$ cat src/rtl/reg_access_arbiter.sv
// reg_access_arbiter
//
// Shares the configuration register bus among NUM_REQ requesters. One
// requester is granted at a time in round-robin order; its direction,
// address and write data are latched onto the bus and held with sel_en
// until the decoders' OR-combined ack arrives, or until TIMEOUT cycles pass.
// The access then finishes with a one-cycle done pulse (err=1 on timeout),
// and a one-cycle release gap follows before the next select.
//
// Ports
//   clk         rising-edge clock
//   rst_n       asynchronous active-low reset
//   req         per-requester request level, held until done
//   req_wr      per-requester direction (1 write, 0 read)
//   req_addr    packed addresses, requester i at [i*W_WIDTH +: W_WIDTH]
//   req_wdata   packed write data, same packing
//   done        one-cycle completion pulse to the granted requester
//   err         qualifies done: 1 means the access timed out
//   rsp_rdata   read data, valid with done, held until the next completion
//   sel_en      bus select to the register decoders
//   wr_rd_s     bus direction (1 write, 0 read)
//   addr        bus address
//   wdata       bus write data
//   ack_in      OR of all decoder acks
//   rd_data_in  OR of all decoder read data
module reg_access_arbiter #(
   parameter int NUM_REQ = 2,
   parameter int W_WIDTH = 8,
   parameter int TIMEOUT = 16
) (
   input  logic                         clk,
   input  logic                         rst_n,
   input  logic [NUM_REQ-1:0]           req,
   input  logic [NUM_REQ-1:0]           req_wr,
   input  logic [NUM_REQ*W_WIDTH-1:0]   req_addr,
   input  logic [NUM_REQ*W_WIDTH-1:0]   req_wdata,
   output logic [NUM_REQ-1:0]           done,
   output logic                         err,
   output logic [W_WIDTH-1:0]           rsp_rdata,
   output logic                         sel_en,
   output logic                         wr_rd_s,
   output logic [W_WIDTH-1:0]           addr,
   output logic [W_WIDTH-1:0]           wdata,
   input  logic                         ack_in,
   input  logic [W_WIDTH-1:0]           rd_data_in
);

   localparam int GW = $clog2(NUM_REQ);
   localparam int TW = $clog2(TIMEOUT);

   localparam logic [1:0] S_IDLE    = 2'd0;
   localparam logic [1:0] S_ACCESS  = 2'd1;
   localparam logic [1:0] S_RELEASE = 2'd2;

   // Pointer starts at the last index so requester 0 wins the first grant.
   localparam logic [GW-1:0] LAST_GNT_RST = GW'(NUM_REQ - 1);
   localparam logic [TW-1:0] TMO_LAST     = TW'(TIMEOUT - 1);

   logic [1:0]          state_q,     state_d;
   logic [GW-1:0]       last_gnt_q,  last_gnt_d;
   logic [GW-1:0]       gnt_q,       gnt_d;
   logic [TW-1:0]       tmo_cnt_q,   tmo_cnt_d;
   logic                sel_en_q,    sel_en_d;
   logic                wr_rd_s_q,   wr_rd_s_d;
   logic [W_WIDTH-1:0]  addr_q,      addr_d;
   logic [W_WIDTH-1:0]  wdata_q,     wdata_d;
   logic [NUM_REQ-1:0]  done_q,      done_d;
   logic                err_q,       err_d;
   logic [W_WIDTH-1:0]  rsp_rdata_q, rsp_rdata_d;

   logic [W_WIDTH-1:0]  addr_arr  [NUM_REQ];
   logic [W_WIDTH-1:0]  wdata_arr [NUM_REQ];

   logic                pick_vld;
   logic [GW-1:0]       pick_idx;
   int                  cand;

   for (genvar g = 0; g < NUM_REQ; g++) begin : g_unpack
      assign addr_arr[g]  = req_addr[g*W_WIDTH +: W_WIDTH];
      assign wdata_arr[g] = req_wdata[g*W_WIDTH +: W_WIDTH];
   end

   // First active request strictly after the last grant, wrapping around.
   always_comb begin
      pick_vld = 1'b0;
      pick_idx = '0;
      cand     = 0;
      for (int k = 1; k <= NUM_REQ; k++) begin
         cand = int'(last_gnt_q) + k;
         if (cand >= NUM_REQ) begin
            cand = cand - NUM_REQ;
         end
         if (!pick_vld && req[GW'(cand)]) begin
            pick_vld = 1'b1;
            pick_idx = GW'(cand);
         end
      end
   end

   always_comb begin
      state_d     = state_q;
      last_gnt_d  = last_gnt_q;
      gnt_d       = gnt_q;
      tmo_cnt_d   = tmo_cnt_q;
      sel_en_d    = sel_en_q;
      wr_rd_s_d   = wr_rd_s_q;
      addr_d      = addr_q;
      wdata_d     = wdata_q;
      done_d      = '0;
      err_d       = 1'b0;
      rsp_rdata_d = rsp_rdata_q;

      case (state_q)
         S_IDLE: begin
            sel_en_d = 1'b0;
            if (pick_vld) begin
               gnt_d      = pick_idx;
               last_gnt_d = pick_idx;
               wr_rd_s_d  = req_wr[pick_idx];
               addr_d     = addr_arr[pick_idx];
               wdata_d    = wdata_arr[pick_idx];
               sel_en_d   = 1'b1;
               tmo_cnt_d  = '0;
               state_d    = S_ACCESS;
            end
         end

         S_ACCESS: begin
            tmo_cnt_d = tmo_cnt_q + 1'b1;
            // Ack is tested first so an ack on the final timeout cycle wins.
            if (ack_in) begin
               done_d[gnt_q] = 1'b1;
               rsp_rdata_d   = wr_rd_s_q ? '0 : rd_data_in;
               sel_en_d      = 1'b0;
               tmo_cnt_d     = '0;
               state_d       = S_RELEASE;
            end else if (tmo_cnt_q == TMO_LAST) begin
               done_d[gnt_q] = 1'b1;
               err_d         = 1'b1;
               rsp_rdata_d   = '0;
               sel_en_d      = 1'b0;
               tmo_cnt_d     = '0;
               state_d       = S_RELEASE;
            end
         end

         // Gap cycle lets the decoder's registered ack drop before reselect.
         S_RELEASE: begin
            sel_en_d = 1'b0;
            state_d  = S_IDLE;
         end

         default: begin
            sel_en_d = 1'b0;
            state_d  = S_IDLE;
         end
      endcase
   end

   always_ff @(posedge clk or negedge rst_n) begin
      if (!rst_n) begin
         state_q     <= S_IDLE;
         last_gnt_q  <= LAST_GNT_RST;
         gnt_q       <= '0;
         tmo_cnt_q   <= '0;
         sel_en_q    <= 1'b0;
         wr_rd_s_q   <= 1'b0;
         addr_q      <= '0;
         wdata_q     <= '0;
         done_q      <= '0;
         err_q       <= 1'b0;
         rsp_rdata_q <= '0;
      end else begin
         state_q     <= state_d;
         last_gnt_q  <= last_gnt_d;
         gnt_q       <= gnt_d;
         tmo_cnt_q   <= tmo_cnt_d;
         sel_en_q    <= sel_en_d;
         wr_rd_s_q   <= wr_rd_s_d;
         addr_q      <= addr_d;
         wdata_q     <= wdata_d;
         done_q      <= done_d;
         err_q       <= err_d;
         rsp_rdata_q <= rsp_rdata_d;
      end
   end

   assign done      = done_q;
   assign err       = err_q;
   assign rsp_rdata = rsp_rdata_q;
   assign sel_en    = sel_en_q;
   assign wr_rd_s   = wr_rd_s_q;
   assign addr      = addr_q;
   assign wdata     = wdata_q;

endmodule

$ cat config.mk
export PLATFORM = sky130hd
export DESIGN_NAME = reg_access_arbiter
export DESIGN_NICKNAME = d
export VERILOG_FILES = /design/src/rtl/reg_access_arbiter.sv
export SDC_FILE = /design/constraint.sdc
export NUM_CORES = 1
export LEC_CHECK = 0
export ABC_AREA = 1
export CAP_MARGIN = 15
export CORE_MARGIN = 10
export CORE_UTILIZATION = 40
export DETAILED_ROUTE_END_ITERATION = 12
export HOLD_SLACK_MARGIN = 0.1
export MAX_ROUTING_LAYER = met4
export PLACE_DENSITY = 0.86
export SLEW_MARGIN = 20
export SYNTH_ARGS = -nofsm -noshare
export SYNTH_HDL_FRONTEND = slang
export SYNTH_SLANG_ARGS = --single-unit
$ cat constraint.sdc
create_clock -name clk -period 1.94 [get_ports clk]
set_input_delay 0.388 -clock clk [delete_from_list [all_inputs] [get_ports clk]]
set_output_delay 0.388 -clock clk [all_outputs]
set_load 0.1 [all_outputs]
==> metrics.md, run 1 <==
| Metric | Value |
|---|---|
| Fillers | `356` |
| Worst rel slew slack | `0.6903` |
| Crit path launch type | `flip-flop` |
| R2R cell count | `6` |
| WS Path Type | `reg2reg` |
| Top Ports | `76` |
| RSZ-0062 raised after global routing | `false` |
| GP Congestion | `0.8225` |
| Drt total wl | `around 4500 µm` |
| Main synth FF type | `dfrtp_1` |
| Post-synth top area share | `0.5509` |
| Initial antenna violation count | `0` |
| Iteration-0 DRC count of the detailed router | `65` |
| DR DRC count | `0` |
| Setup Skew | `approximately 0.0021 ns` |
| Final Max Slew Viols | `0` |
| Clk sinks | `37` |
| Core area | `slightly below 4000 µm²` |
| Number of synthesized flops with an enable pin | `0` |
| Worst-Margin Slew | `0.4646 ns` |
| Global-route usage over all layers | `0.1335` |
| Min Tclk post-route | `around 1.5 ns` |
| CTS tree | `yes` |
| Postcts setup bufs | `0` |
| Arrival time at the worst endpoint | `around 1.7 ns` |
| Clk slew on worst S/H paths | `about 0.070 ns` |
| TritonRoute pass-1 iters | `4` |
| Final nets | `314` |
| Synthesized area | `between 1500 and 2000 µm²` |
| RR Startpoint | `tmo_cnt_q[0]$_DFFE_PN0P_` |
| Register Area | `approximately 930 µm²` |
| Largest stage delay, worst path | `~0.40 ns` |
| FF+latch count, synth | `37` |
| Vias | `approximately 1,500` |
| Die H | `between 80 and 90 µm` |
| Vias in the first global route | `between 1,000 and 1,500` |
| Share of flip-flops with an asynchronous set or reset | `1.000` |
| Root buffer cell | `clkbuf_8` |
| Area growth syn-to-layout | `49.89%` |
| Quantity of gates resized following cts | `0` |
| Final hold vios | `0` |
| ANT nets after route | `0` |
| Fin crit share | `0.7521` |
| Top cell by count, worst path | `nand2_1` |
| Starting Density | `0.4118` |
| Post-synthesis sequential area ratio | `0.5669` |
| Number of diodes | `0` |
| Setup violations, final | `0` |
| Largest cells by area after synthesis | `dfrtp_1 55%, nand2_1 11%, o21ai_0 6.7%` |
| Critical Path Start | `tmo_cnt_q[0]$_DFFE_PN0P_` |
| CTS Hold Bufs | `0` |
| Post-synth cell types | `18` |
| Hold/Removal Path Class | `in2async` |
| YS warnings | `0` |
| Status | `completed` |
| Via density | `between 4 and 5` |
| Die ar. | `7046 µm²` |
| CP cell instances | `ha_1 -> nand3_1 -> inv_1 -> o21ai_2 -> nand2_1 -> nand2_1` |
| Mapped Cells | `around 190` |
| Avg Cell Area, Syn | `just under 9 µm²` |
| Post-synth top area cell | `dfrtp_1` |
| Setup crit end kind | `flip-flop` |
| Fmax | `0.6854 GHz` |
| Num CTS Buffers | `5` |
| H-tree lvl count | `2` |
| Share of cells above drive strength 1 | `0.1948` |
| Post-DP HPWL | `between 3000 and 4000 µm` |
| Clock Tree Buf Depth | `2` |
| CP max-delay cell | `dfrtp_1` |
| Critical Path RT | `~2.2 ns` |
| Worst-path fanout max | `11` |
| Total number of placement rows | `23` |
| IO Port Bufs | `74` |
| Routed len/inst | `around 14 µm` |
| First-pass GRT wire length | `roughly 7500 µm` |
| Syn_nets | `236` |
| Worst-Skew Late Latency | `~0.28 ns` |
| Multi-input gate area | `about 600 µm²` |
| Setup TNS | `0 ns` |
| Pin count of the biggest net entering global routing | `38` |
| Die W | `about 84 µm` |
| Grt total ovfl | `0` |
| Max Cap Viol | `0` |
[synthesized netlist by cell type (3+ instances only)]
| cell | n |
|---|---|
| nor2_1 | 24 |
| inv_1 | 11 |
| buf_2 | 4 |
| o21ai_0 | 22 |
| inv_2 | 3 |
| o21ai_1 | 17 |
| buf_6 | 3 |
| nand3_1 | 3 |
| dfrtp_1 | 36 |
| nand4_1 | 9 |
| nand2_1 | 47 |
[cells by family after synthesis]
logic type / after synthesis / synth area share
fa+ha+maj: 1 / 0.007650
simple gates: 86 / 0.2211
flops: 37 / 0.5669
compound gates: 40 / 0.1247
xor+xnor: 1 / 0.005357
buf+inv: 23 / 0.07421
[state kept, by name, summed over array words and instances (netlist names)]
signal and count:
sel_en 1, done 2, tmo_cnt_q 4, addr 8
rsp_rdata 8, last_gnt_q 1, err 1, state_q 2
wdata 8, wr_rd_s 1, gnt_q 1
[cell usage in the layout, fill, tap and decap left out]
cell             instances
clkdlybuf4s50_1         44
o21ai_0                 22
buf_2                    1
nor2_4                   1
nand4_1                  9
clkinv_2                 1
nand3_1                  3
ha_1                     1
inv_2                    3
xnor2_1                  1
nand2_1                 47
o21ai_1                 17
dfstp_2                  1
clkbuf_8                 7
nor2_1                  24
buf_12                   1
inv_1                   11
o21ai_2                  1
dfrtp_1                 36
buf_4                   34
nor2_2                   2
[critical path, delay by kind of cell, from the launching register on]
| family | cells | cell delay [ns] |
|---|---|---|
| AND/OR/NAND/NOR | 3 | 0.30 |
| buffers and inverters | 1 | 0.09 |
| adder cells (fa/ha/maj) | 1 | 0.23 |
| AO/OA/AOI/OAI | 1 | 0.38 |
| flip-flops | 1 | 0.40 |
[area by class of cell]
class                   count  area share
inverters                  14     0.02144
multi-input cells         128      0.2394
well taps                  50     0.02552
flip-flops and latches     37      0.3783
repair buffers             80      0.2940
clock buffers               7     0.03931
clock inverters             1    0.002042
[per-layer routing]
metal	share of wire	global-route usage	up-vias
met5	0	-	-
met4	0.013	0.05023	0
met3	0.050	0.03223	6
met2	0.46	0.1958	48
met1	0.47	0.1732	683
li1	-	-	768
[worst paths after layout]
kind / endpoint / slack, ns
min in group clk: done[0]$_DFF_PN0_ / 0.45
max in group asynchronous: last_gnt_q$_DFFE_PN1P_ / 1.45
hold / removal: addr[3]$_DFFE_PN0P_ / 0.13
hold reg to reg: done[0]$_DFF_PN0_ / 0.45
setup / recovery: rsp_rdata[5]$_DFFE_PN0P_ / 0.48
setup reg to reg: rsp_rdata[5]$_DFFE_PN0P_ / 0.48
[per-stage QoR]
| stage | cell area [µm²] | hold slack [ns] | setup WS [ns] | util | std cells |
|---|---|---|---|---|---|
| after global placement | 2350 | 0.4248 | 0.2681 | 0.5917 | 309 |
| after floorplan | 1635 | 0.09241 | 0.4278 | - | 188 |
| after global routing | 2451 | 0.1659 | 0.2639 | 0.6172 | 317 |
| final | 2451 | 0.1303 | 0.4809 | 0.6172 | 317 |
| after detailed placement | 2350 | 0.4299 | 0.2420 | 0.5917 | 309 |
| after CTS | 2451 | 0.1518 | 0.4584 | 0.6172 | 317 |
Power of run 1 is not shown: default switching activity piles up to over one toggle a cycle in this logic, so the estimate is an artifact.
==> inputs of run 2 (changes only) <==
==> constraint.sdc (replaced) <==
create_clock -name clk -period 1.4 [get_ports clk]
set_input_delay 0.28 -clock clk [delete_from_list [all_inputs] [get_ports clk]]
set_output_delay 0.28 -clock clk [all_outputs]
set_load 0.1 [all_outputs]
==> metrics.md, run 2 (synthesis results as in run 1) <==
| Metric | Value |
|---|---|
| Status | `completed (unchanged)` |
| Drt total wl | `5203 µm (was 4530 µm)` |
| Global-route usage over all layers | `0.1589 (was 0.1335)` |
| Clock Tree Buf Depth | `2 (unchanged)` |
| Root buffer cell | `clkbuf_8 (unchanged)` |
| R2R setup slack | `0.1 ns (was 0.48 ns)` |
| Min Tclk post-route | `1.301 ns (was 1.459 ns)` |
| Critical Path RT | `1.64 ns (was 2.17 ns)` |
| Setup TNS | `0 ns (unchanged)` |
| Final nets | `321 (was 314)` |
| Iteration-0 DRC count of the detailed router | `85 (was 65)` |
| Clk sinks | `37 (unchanged)` |
| Worst rel slew slack | `0.7124 (was 0.6903)` |
| Via density | `4.951 (was 4.748)` |
| Worst-Skew Late Latency | `0.30 ns (was 0.28 ns)` |
| DR DRC count | `0 (unchanged)` |
| H-tree lvl count | `2 (unchanged)` |
| IO Port Bufs | `74 (unchanged)` |
| CP max-delay cell | `dfrtp_1 (unchanged)` |
| Top cell by count, worst path | `nand2_1 (unchanged)` |
| Core area | `3971 µm² (unchanged)` |
| Most frequent cells in the layout | `47 x nand2_1, 44 x clkdlybuf4s50_1, 35 x dfrtp_1 (was 47 x nand2_1, 44 x clkdlybuf4s50_1, 36 x dfrtp_1)` |
| Starting Density | `0.4118 (unchanged)` |
| Grt total ovfl | `0 (unchanged)` |
| Worst-path fanout max | `11 (unchanged)` |
| ANT nets after route | `0 (unchanged)` |
| Number of diodes | `0 (unchanged)` |
| Initial antenna violation count | `0 (unchanged)` |
| Die ar. | `7046 µm² (unchanged)` |
| Area growth syn-to-layout | `76.36% (was 49.89%)` |
| Pin count of the biggest net entering global routing | `22 (was 38)` |
| WS Path Type | `reg2reg (unchanged)` |
| Routed len/inst | `16.06 µm (was 14.29 µm)` |
| Post-DP HPWL | `4127 µm (was 3444 µm)` |
| RSZ-0062 raised after global routing | `false (unchanged)` |
| Hold/Removal Path Class | `in2async (unchanged)` |
| Vias | `1,604 (was 1,505)` |
| Vias in the first global route | `1,724 (was 1,482)` |
| Setup violations, final | `0 (unchanged)` |
| Top Ports | `76 (unchanged)` |
| First-pass GRT wire length | `8797 µm (was 7507 µm)` |
| Worst-Margin Slew | `0.4313 ns (was 0.4646 ns)` |
| Die W | `83.94 µm (unchanged)` |
| Setup crit end kind | `flip-flop (unchanged)` |
| Fin crit share | `0.9296 (was 0.7521)` |
| Arrival time at the worst endpoint | `1.54 ns (was 1.69 ns)` |
| GP Congestion | `0.7808 (was 0.8225)` |
| Total number of placement rows | `23 (unchanged)` |
| Setup Skew | `0.003592 ns (was 0.002081 ns)` |
| Crit path launch type | `flip-flop (unchanged)` |
| Max Cap Viol | `0 (unchanged)` |
| Postcts setup bufs | `0 (unchanged)` |
| CP cell instances | `ha_2 -> nand3_2 -> inv_1 -> o21ai_2 -> buf_12 -> nand2_1 -> nand2_1 (was ha_1 -> nand3_1 -> inv_1 -> o21ai_2 -> nand2_1 -> nand2_1)` |
| Clk slew on worst S/H paths | `0.07 ns (about the same)` |
| Num CTS Buffers | `5 (unchanged)` |
| Fmax | `0.7684 GHz (was 0.6854 GHz)` |
| TritonRoute pass-1 iters | `4 (unchanged)` |
| Final Max Slew Viols | `0 (unchanged)` |
| Most common cell after layout, fill and taps aside | `nand2_1 (unchanged)` |
| Die H | `83.94 µm (unchanged)` |
| Largest stage delay, worst path | `0.40 ns (about the same)` |
| CTS tree | `yes (unchanged)` |
| Final hold vios | `0 (unchanged)` |
| Share of cells above drive strength 1 | `0.2190 (was 0.1948)` |
[run 2: final timing paths]
| kind | to | from | cells past startpoint |
|---|---|---|---|
| max in group asynchronous | last_gnt_q$_DFFE_PN1P_ | rst_n | 3 |
| worst max-delay path | rsp_rdata[4]$_DFFE_PN0P_ | tmo_cnt_q[0]$_DFFE_PN0P_ | 7 |
| worst max register to register | rsp_rdata[4]$_DFFE_PN0P_ | tmo_cnt_q[0]$_DFFE_PN0P_ | 7 |
| worst min-delay path | addr[5]$_DFFE_PN0P_ | rst_n | 2 |
| worst min register to register | done[0]$_DFF_PN0_ | gnt_q$_DFFE_PN0P_ | 1 |
| min in group clk | done[0]$_DFF_PN0_ | gnt_q$_DFFE_PN0P_ | 1 |
[run 2: metal layers]
layer / wire [µm] / vias to the layer above / track usage
met2: 2680 / 50 / 0.2641
li1: - / 778 / -
met1: 2196 / 768 / 0.1771
met5: 0 / - / -
met3: 242 / 8 / 0.04004
met4: 83 / 0 / 0.06545
[run 2: stage by stage]
stage / worst slack (ns) / cell area, µm² / cells / util / hold slack [ns]
3_3_place_gp: -0.06675 / 2784 / 315 / 0.7010 / 0.2418
2_1_floorplan: 0.1652 / 1637 / 188 / - / -0.01559
5_1_grt: 0.01555 / 2884 / 324 / 0.7262 / 0.4823
3_5_place_dp: -0.1528 / 2784 / 315 / 0.7010 / 0.2463
6_report: 0.09860 / 2884 / 324 / 0.7262 / 0.4592
4_1_cts: 0.03553 / 2877 / 324 / 0.7243 / 0.4547
[run 2: what timing repair did]
action                                  in CTS  in global routing
resized for setup                            0                  2
hold buffers                                 1                  0
endpoints found under the setup margin       0                 10
endpoints found under the hold margin       16                  0
[run 2: final cells by class]
cell class / instances / area, µm²
Timing Repair Buffer: 87 / 1164
Fill cell: 289 / 1087
Sequential cell: 37 / 928.4
Multi-Input combinational cell: 128 / 594.3
Clock buffer: 6 / 72.57
Tap cell: 50 / 62.56
Inverter: 14 / 52.55
Clock inverter: 2 / 10.01
[run 2: worst max-delay path, delay by kind of cell, from the launching register on]
family / cells / cell delay, ns
AOI/OAI and AO/OA: 1 / 0.19
buffers and inverters: 2 / 0.23
adders and majority gates: 1 / 0.21
DFF: 1 / 0.40
and+or+nand+nor: 3 / 0.21
Power of run 2 is left out for the same reason.
==> inputs of run 3 (changes only) <==
--- a/config.mk
+++ b/config.mk
@@ -8,11 +8,11 @@
 export ABC_AREA = 1
 export CAP_MARGIN = 15
 export CORE_MARGIN = 10
-export CORE_UTILIZATION = 40
+export CORE_UTILIZATION = 41
 export DETAILED_ROUTE_END_ITERATION = 12
 export HOLD_SLACK_MARGIN = 0.1
 export MAX_ROUTING_LAYER = met4
-export PLACE_DENSITY = 0.86
+export PLACE_DENSITY = 0.8
 export SLEW_MARGIN = 20
 export SYNTH_ARGS = -nofsm -noshare
 export SYNTH_HDL_FRONTEND = slang
==> metrics.md, run 3 (synthesis results as in run 1) <==
| Metric | Value |
|---|---|
| Top cell by count, worst path | `nand2_1 (unchanged)` |
| Post-DP HPWL | `3812 µm (was 4127 µm)` |
| Die H | `83.16 µm (was 83.94 µm)` |
| Vias in the first global route | `1,677 (was 1,724)` |
| Drt total wl | `4884 µm (was 5203 µm)` |
| Critical Path Start | `tmo_cnt_q[0]$_DFFE_PN0P_ (unchanged)` |
| Post-DP Area | `2761 µm² (was 2784 µm²)` |
| Grt total ovfl | `0 (unchanged)` |
| Fillers | `252 (was 289)` |
| Hold slack final | `0.4405 ns (was 0.4592 ns)` |
| Fin crit share | `0.9295 (was 0.9296)` |
| Starting Density | `0.4336 (was 0.4118)` |
| Core area | `3771 µm² (was 3971 µm²)` |
| Via density | `4.931 (was 4.951)` |
| RSZ-0062 raised after global routing | `true (was false)` |
| Worst-Skew Late Latency | `0.29 ns (was 0.30 ns)` |
| Fin area | `2878 µm² (was 2884 µm²)` |
| First-pass GRT wire length | `7990 µm (was 8797 µm)` |
| Worst Hold Depth | `1` |
| CP cell instances | `ha_1 -> nand3_2 -> inv_1 -> o21ai_2 -> buf_4 -> nand2_1 -> nand2_1 (was ha_2 -> nand3_2 -> inv_1 -> o21ai_2 -> buf_12 -> nand2_1 -> nand2_1)` |
| Hold path start | `gnt_q$_DFFE_PN0P_` |
| Hold/Removal Path Class | `reg2reg (was in2async)` |
| Clock Tree Buf Depth | `2 (unchanged)` |
| Most frequent cells in the layout | `47 x nand2_1, 44 x clkdlybuf4s50_1, 35 x dfrtp_1 (unchanged)` |
| Fmax | `0.7685 GHz (was 0.7684 GHz)` |
| Status | `completed (unchanged)` |
| Post-Place Setup Slack | `-0.1255 ns (was -0.1528 ns)` |
| Clk sinks | `37 (unchanged)` |
| Setup Skew | `0.006221 ns (was 0.003592 ns)` |
| H-tree lvl count | `2 (unchanged)` |
| Final Max Slew Viols | `0 (unchanged)` |
| CP max-delay cell | `dfrtp_1 (unchanged)` |
| Arrival time at the worst endpoint | `1.53 ns (was 1.54 ns)` |
| Initial antenna violation count | `0 (unchanged)` |
| Postcts setup bufs | `0 (unchanged)` |
| Worst rel slew slack | `0.7087 (was 0.7124)` |
| Routed len/inst | `15.21 µm (was 16.06 µm)` |
| Total number of placement rows | `22 (was 23)` |
| Setup ws final | `0.09874 ns (was 0.09860 ns)` |
| IO Port Bufs | `74 (unchanged)` |
| Worst-Margin Slew | `0.4369 ns (was 0.4313 ns)` |
| DR DRC count | `0 (unchanged)` |
| Final nets | `320 (was 321)` |
| Setup crit end kind | `flip-flop (unchanged)` |
| Crit path launch type | `flip-flop (unchanged)` |
| Num CTS Buffers | `5 (unchanged)` |
| Clk slew on worst S/H paths | `0.07 ns (about the same)` |
| Pin count of the biggest net entering global routing | `21 (was 22)` |
| Area growth syn-to-layout | `75.98% (was 76.36%)` |
| Most common cell after layout, fill and taps aside | `nand2_1 (unchanged)` |
| Worst-path fanout max | `7 (was 11)` |
| Vias | `1,583 (was 1,604)` |
| Top Ports | `76 (unchanged)` |
| Min Tclk post-route | `1.301 ns (about the same)` |
| CTS tree | `yes (unchanged)` |
| Largest stage delay, worst path | `0.40 ns (about the same)` |
| Max Cap Viol | `0 (unchanged)` |
| Final hold vios | `0 (unchanged)` |
| WS Path Type | `reg2reg (unchanged)` |
| R2R cell count | `7 (unchanged)` |
| Die ar. | `6915 µm² (was 7046 µm²)` |
| Critical Path RT | `1.63 ns (was 1.64 ns)` |
| Root buffer cell | `clkbuf_8 (unchanged)` |
| Global-route usage over all layers | `0.1412 (was 0.1589)` |
| Setup violations, final | `0 (unchanged)` |
| Iteration-0 DRC count of the detailed router | `110 (was 85)` |
| Number of diodes | `0 (unchanged)` |
| TritonRoute pass-1 iters | `4 (unchanged)` |
| Share of cells above drive strength 1 | `0.2161 (was 0.2190)` |
| GP Congestion | `0.7760 (was 0.7808)` |
| ANT nets after route | `0 (unchanged)` |
| Register Area | `928.4 µm² (unchanged)` |
| Die W | `83.16 µm (was 83.94 µm)` |
| Multi-input gate area | `591.8 µm² (was 594.3 µm²)` |
| RR Startpoint | `tmo_cnt_q[0]$_DFFE_PN0P_ (unchanged)` |
-- run 3: per-stage QoR --
step / util / TNS [ns] / cells
3_5_place_dp: 0.7323 / -1.692 / 312
4_1_cts: 0.7618 / 0 / 321
3_3_place_gp: 0.7323 / -0.9744 / 312
2_1_floorplan: - / 0 / 188
5_1_grt: 0.7631 / -0.1023 / 321
6_report: 0.7631 / 0 / 321
-- run 3: path summary, 6_finish.rpt --
kind / to / slack (ns)
max: rsp_rdata[7]$_DFFE_PN0P_ / 0.1
min: done[0]$_DFF_PN0_ / 0.44
max reg2reg: rsp_rdata[7]$_DFFE_PN0P_ / 0.1
min reg2reg: done[0]$_DFF_PN0_ / 0.44
max in group asynchronous: last_gnt_q$_DFFE_PN1P_ / 0.39
min in group asynchronous: addr[4]$_DFFE_PN0P_ / 0.47
-- run 3: area by class of cell --
cell class                 count  share of cell area
clock inverter                 1            0.001739
tap                           48             0.02087
multi-input combinational    128              0.2057
clock buffer                   7             0.03348
inverter                      14             0.01826
sequential                    37              0.3226
timing repair buffer          86              0.3974
-- run 3: metal layers --
metal | part of all wire | track usage | vias to the layer above
li1 | - | - | 776
met1 | 0.44 | 0.1697 | 735
met2 | 0.47 | 0.2144 | 64
met3 | 0.075 | 0.05469 | 8
met4 | 0.019 | 0.04000 | 0
met5 | 0 | - | -
-- run 3: critical path: cells and delay by family (launching register included) --
kind            cells  cell delay [ns]
fa+ha+maj           1             0.25
flops               1             0.40
compound gates      1             0.13
simple gates        3             0.21
buf+inv             2             0.25
-- run 3: repair_timing --
item	4_1_cts	5_1_grt
hold endpoints to repair	18	0
gates resized for setup	0	1
setup endpoints to repair	0	11
hold buffers	1	0
Power of run 3 is left out for the same reason.
